File: src/rtl/retire_check_sync.sv
// Retirement capture FIFO feeding the lock-step checker.
// Buffers retired PCs and store effects, hands them out one per handshake.
module retire_check_sync #(
  parameter int ADDR_W = 32,
  parameter int DEPTH  = 4,
  parameter int SEQ_W  = 16
) (
  input  logic              clk,
  input  logic              rst,
  input  logic              ret_valid,
  input  logic [31:0]       ret_pc,
  input  logic              ret_store,
  input  logic [ADDR_W-1:0] ret_addr,
  input  logic [31:0]       ret_data,
  input  logic [3:0]        ret_be,
  input  logic              chk_ready,
  output logic              check_en,
  output logic [31:0]       check_pc,
  output logic              check_store,
  output logic [ADDR_W-1:0] check_addr,
  output logic [31:0]       check_data,
  output logic [SEQ_W-1:0]  check_seq,
  output logic              stall_req,
  output logic              overflow
);

  localparam int PW = $clog2(DEPTH);
  localparam int CW = PW + 1;
  localparam logic [CW-1:0] FULL = CW'(DEPTH);
  localparam logic [CW-1:0] HIGH = CW'(DEPTH - 1);

  typedef struct packed {
    logic [31:0]       pc;
    logic              store;
    logic [ADDR_W-1:0] addr;
    logic [31:0]       data;
    logic [SEQ_W-1:0]  seq;
  } entry_t;

  entry_t            mem_q [DEPTH];
  entry_t            entry_d;
  entry_t            head;
  logic [PW-1:0]     wr_ptr_q, wr_ptr_d;
  logic [PW-1:0]     rd_ptr_q, rd_ptr_d;
  logic [CW-1:0]     count_q, count_d;
  logic [SEQ_W-1:0]  seq_q, seq_d;
  logic              ovf_q, ovf_d;
  logic              push, pop;
  logic [31:0]       masked;

  always_comb begin
    masked = '0;
    for (int i = 0; i < 4; i++) begin
      masked[8*i +: 8] = ret_be[i] ? ret_data[8*i +: 8] : 8'h00;
    end
  end

  assign pop  = (count_q != '0) && chk_ready;
  assign push = ret_valid && ((count_q < FULL) || pop);

  always_comb begin
    entry_d       = '0;
    entry_d.pc    = ret_pc;
    entry_d.store = ret_store;
    entry_d.seq   = seq_q;
    if (ret_store) begin
      entry_d.addr = ret_addr;
      entry_d.data = masked;
    end
  end

  always_comb begin
    wr_ptr_d = wr_ptr_q;
    rd_ptr_d = rd_ptr_q;
    count_d  = count_q;
    seq_d    = seq_q;
    ovf_d    = ovf_q;
    if (push) begin
      wr_ptr_d = wr_ptr_q + PW'(1);
      seq_d    = seq_q + SEQ_W'(1);
    end
    if (pop) begin
      rd_ptr_d = rd_ptr_q + PW'(1);
    end
    unique case ({push, pop})
      2'b10:   count_d = count_q + CW'(1);
      2'b01:   count_d = count_q - CW'(1);
      default: count_d = count_q;
    endcase
    // Full, nothing leaving: the retirement is lost for good
    if (ret_valid && !push) begin
      ovf_d = 1'b1;
    end
  end

  always_ff @(posedge clk or negedge rst) begin
    if (!rst) begin
      wr_ptr_q <= '0;
      rd_ptr_q <= '0;
      count_q  <= '0;
      seq_q    <= '0;
      ovf_q    <= 1'b0;
    end else begin
      wr_ptr_q <= wr_ptr_d;
      rd_ptr_q <= rd_ptr_d;
      count_q  <= count_d;
      seq_q    <= seq_d;
      ovf_q    <= ovf_d;
    end
  end

  always_ff @(posedge clk or negedge rst) begin
    if (!rst) begin
      for (int i = 0; i < DEPTH; i++) begin
        mem_q[i] <= '0;
      end
    end else if (push) begin
      mem_q[wr_ptr_q] <= entry_d;
    end
  end

  assign head      = mem_q[rd_ptr_q];
  assign check_en  = (count_q != '0);
  assign stall_req = (count_q >= HIGH);
  assign overflow  = ovf_q;

  always_comb begin
    check_pc    = '0;
    check_store = 1'b0;
    check_addr  = '0;
    check_data  = '0;
    check_seq   = '0;
    if (check_en) begin
      check_pc    = head.pc;
      check_store = head.store;
      check_addr  = head.addr;
      check_data  = head.data;
      check_seq   = head.seq;
    end
  end

endmodule

File: config.mk
export PLATFORM = sky130hd
export DESIGN_NAME = retire_check_sync
export DESIGN_NICKNAME = d
export VERILOG_FILES = /design/src/rtl/retire_check_sync.sv
export SDC_FILE = /design/constraint.sdc
export NUM_CORES = 1
export LEC_CHECK = 0
export CAP_MARGIN = 5
export CORE_UTILIZATION = 40
export CTS_BUF_LIST = sky130_fd_sc_hd__clkbuf_16
export DETAILED_ROUTE_END_ITERATION = 7
export SLEW_MARGIN = 10
export SYNTH_ARGS = -nofsm -noshare
export SYNTH_HDL_FRONTEND = slang
export SYNTH_SLANG_ARGS = --single-unit
File: constraint.sdc
create_clock -name clk -period 5.95 [get_ports clk]
set_input_delay 1.785 -clock clk [delete_from_list [all_inputs] [get_ports clk]]
set_output_delay 1.785 -clock clk [all_outputs]
set_load 0.02 [all_outputs]
==> qor.yml <==
outcome: "finished, final reports clean"
synth_top_family_by_area: "multiplexers"
synth_edf_count: 0
synth_cell_types: 31
crit_type: "flip-flop to primary output"
antenna_left: 0
fin_nets: 1959
ir_worst_vdd_mv: 0.353
numCtsBuffers: 50
rsz0062_at_grt: "false"
reg2reg_to: "count_q[2]$_DFFE_PN0P_"
finalSetupTns_ps: 0
drtIter0Drc: 836
worstPathArrival_ps: 3150
fin_util_pct: 48.5
drv_cap: 0
grt_pass1_vias: 14330
start_kind: "flip-flop"
ctsResizeCount: 0
ys_async_sr_fraction_pct: 100
wl_met1_um: 22100
vias: 13443
ctsHoldBuffers: 0
top_layer_used: "met5"
hold_viol: 0
final-max-slew-violation-count: 0
rows: 84
drc_errors: 0
coreArea_sq_um: 52600
leakage_nw: 11.0
drive_gt1_share_pct: 21.6
avgSynthCellArea_sq_um: 12.6
routed-wl-met3_um: 2440
max-slew-margin-rel_pct: 40.3
gp_congestion: 0.744
pin_count: 221
synth_area_leaders: "dfrtp_1 56%, mux4_2 12%, mux2_2 10%"
total_power_w: 0.0146
hp-class: "flip-flop to flip-flop"
first_pass_iters: 5
io_buffers: 220
critPathCaptureType: "primary output"
fmax_mhz: 203
die_w_um: 232
clock_sinks: 476
finalWirelength_um: 48500
min_period_ps: 4930
yosysTopAreaCell: "dfrtp_1"
synth-simple-area-share_pct: 10.4
synth_seq_cells: 476
finClkSkew_ps: 9.46
die_area_sq_um: 54000
min_from: "overflow$_DFFE_PN0P_"
syn_nets: 1794
synth.most_common_cell: "dfrtp_1"
synth_xor_area_share_pct: 0.866
period_share_pct: 82.9
muxShareOfSynthArea_pct: 22.5
synthFlopType: "dfrtp_1"
die_h_um: 232
syn_area_sq_um: 21200
grt_overflow_total: 0
grtUsageTotal_pct: 18.6
initial_utilization_pct: 40.4
ff2ff_path_depth: 8
worst_slew_pin_slew_ps: 896
setup_violations: 0
crit_end: "check_addr[31]"
r2r_slack_ps: 3330
grt_max_degree: 178
crit_path_start: "rd_ptr_q[0]$_DFFE_PN0P_"
viasPerCell: 5.22
syn_to_final_growth_pct: 20.0
synth-adder-area-share_pct: 0.448
synthTopCellsByCount: "476 x dfrtp_1, 295 x nand2_1, 256 x o21ai_0"
critical_path.max_fanout: 31
hpwl_um: 29700
clockRootBuffer: "clkbuf_16"
cp.required_ps: 4160
reg2reg_from: "count_q[2]$_DFFE_PN0P_"
postCtsSetupBuffers: 0
cts_tree: "built"
avgRoutedWirePerCell_um: 18.8
clk_latency_ps: 580
htreeDepth: 2
yosys_warnings: 0
path_clk_slew_ps: 60
syn-instance-count: 1682
antenna_found_initial: 4
synth-compound-area-share_pct: 6.10
fillers: 4641
wl_met2_um: 23000
synth_top_area_share_pct: 56.1
clk_path_buf_depth: 3
grt_pass1_wl_um: 78700
seq_area_frac_synth_pct: 56.1
power.density_nw_per_um2: 575
-- metrics by stage --
step           std cells  setup WS (ps)  hold WS, ps  cell area, sq um
2_1_floorplan       1682           2550          444             21200
3_3_place_gp        2483           1460          445             23900
3_5_place_dp        2483           1450          445             23900
4_1_cts             2575            900          463             25500
5_1_grt             2575            812          477             25500
6_report            2576           1020          463             25500
-- flip-flops by register name, summed over array words and instances, names as in the netlist --
| name | cells |
|---|---|
| rd_ptr_q | 2 |
| overflow | 1 |
| seq_q | 16 |
| wr_ptr_q | 2 |
| mem_q | 452 |
| count_q | 3 |
-- power breakdown --
| part | switching [W] | leakage (nW) | internal, W |
|---|---|---|---|
| logic | 0.00290 | 4.08 | 0.00333 |
| registers | 0.000860 | 6.10 | 0.00463 |
| clock network | 0.00125 | 0.815 | 0.00168 |
-- layout by cell type (no fill, tap or decap), types with 2 or more instances in the layout --
cell type / n
inv_1: 21
o21ai_0: 256
xnor2_1: 13
nor2_1: 3
buf_12: 13
dfrtp_4: 2
and2_1: 114
mux2_2: 194
clkbuf_16: 53
a21o_1: 2
clkinv_1: 13
nand2_1: 295
bufinv_16: 2
dfrtp_1: 474
nand3_4: 4
clkinv_2: 7
and3_1: 4
xor2_1: 8
mux4_2: 113
buf_4: 14
ha_1: 6
nand3_1: 40
nor3_1: 2
clkdlybuf4s50_1: 218
mux2_1: 4
nand4_1: 2
-- worst min-delay path by stage --
stage | cells past startpoint | endpoint
2_1_floorplan | 2 | mem_q[129]$_DFFE_PN0P_
3_3_place_gp | 1 | overflow$_DFFE_PN0P_
3_5_place_dp | 1 | overflow$_DFFE_PN0P_
4_1_cts | 1 | overflow$_DFFE_PN0P_
5_1_grt | 1 | overflow$_DFFE_PN0P_
6_report | 1 | overflow$_DFFE_PN0P_
-- metal layers --
| metal | up-vias | track usage, % |
|---|---|---|
| met5 | - | 0 |
| met1 | 6854 | 26.1 |
| met3 | 78 | 3.36 |
| met2 | 296 | 29.8 |
| met4 | 6 | 4.61 |
| li1 | 6209 | - |
-- worst max-delay path, cell delays in order, from the launching register on --
cell	delay (ps)
dfrtp_4	880
buf_12	360
mux4_2	580
and2_1	180
clkdlybuf4s50_1	540
-- logic make-up (layout without fill, tap and decap cells) --
kind of cell,count (synthesis),in the layout
xor+xnor,21,21
simple gates,469,469
other cells,0,1
mux,312,312
fa+ha+maj,7,7
flops,476,476
buf+inv,139,344
compound gates,258,258
-- final cells by class --
| cell class | count | area, sq um | share of cell area (%) |
|---|---|---|---|
| diodes | 1 | 2.50 | 0.00982 |
| flip-flops and latches | 476 | 11900 | 46.8 |
| inverters | 5 | 18.8 | 0.0737 |
| well taps | 688 | 861 | 3.38 |
| multi-input cells | 1067 | 8570 | 33.6 |
| clock inverters | 39 | 211 | 0.830 |
| clock buffers | 53 | 1330 | 5.21 |
| repair buffers | 247 | 2570 | 10.1 |
No activity file was read; power rests on OpenSTA's default activity.
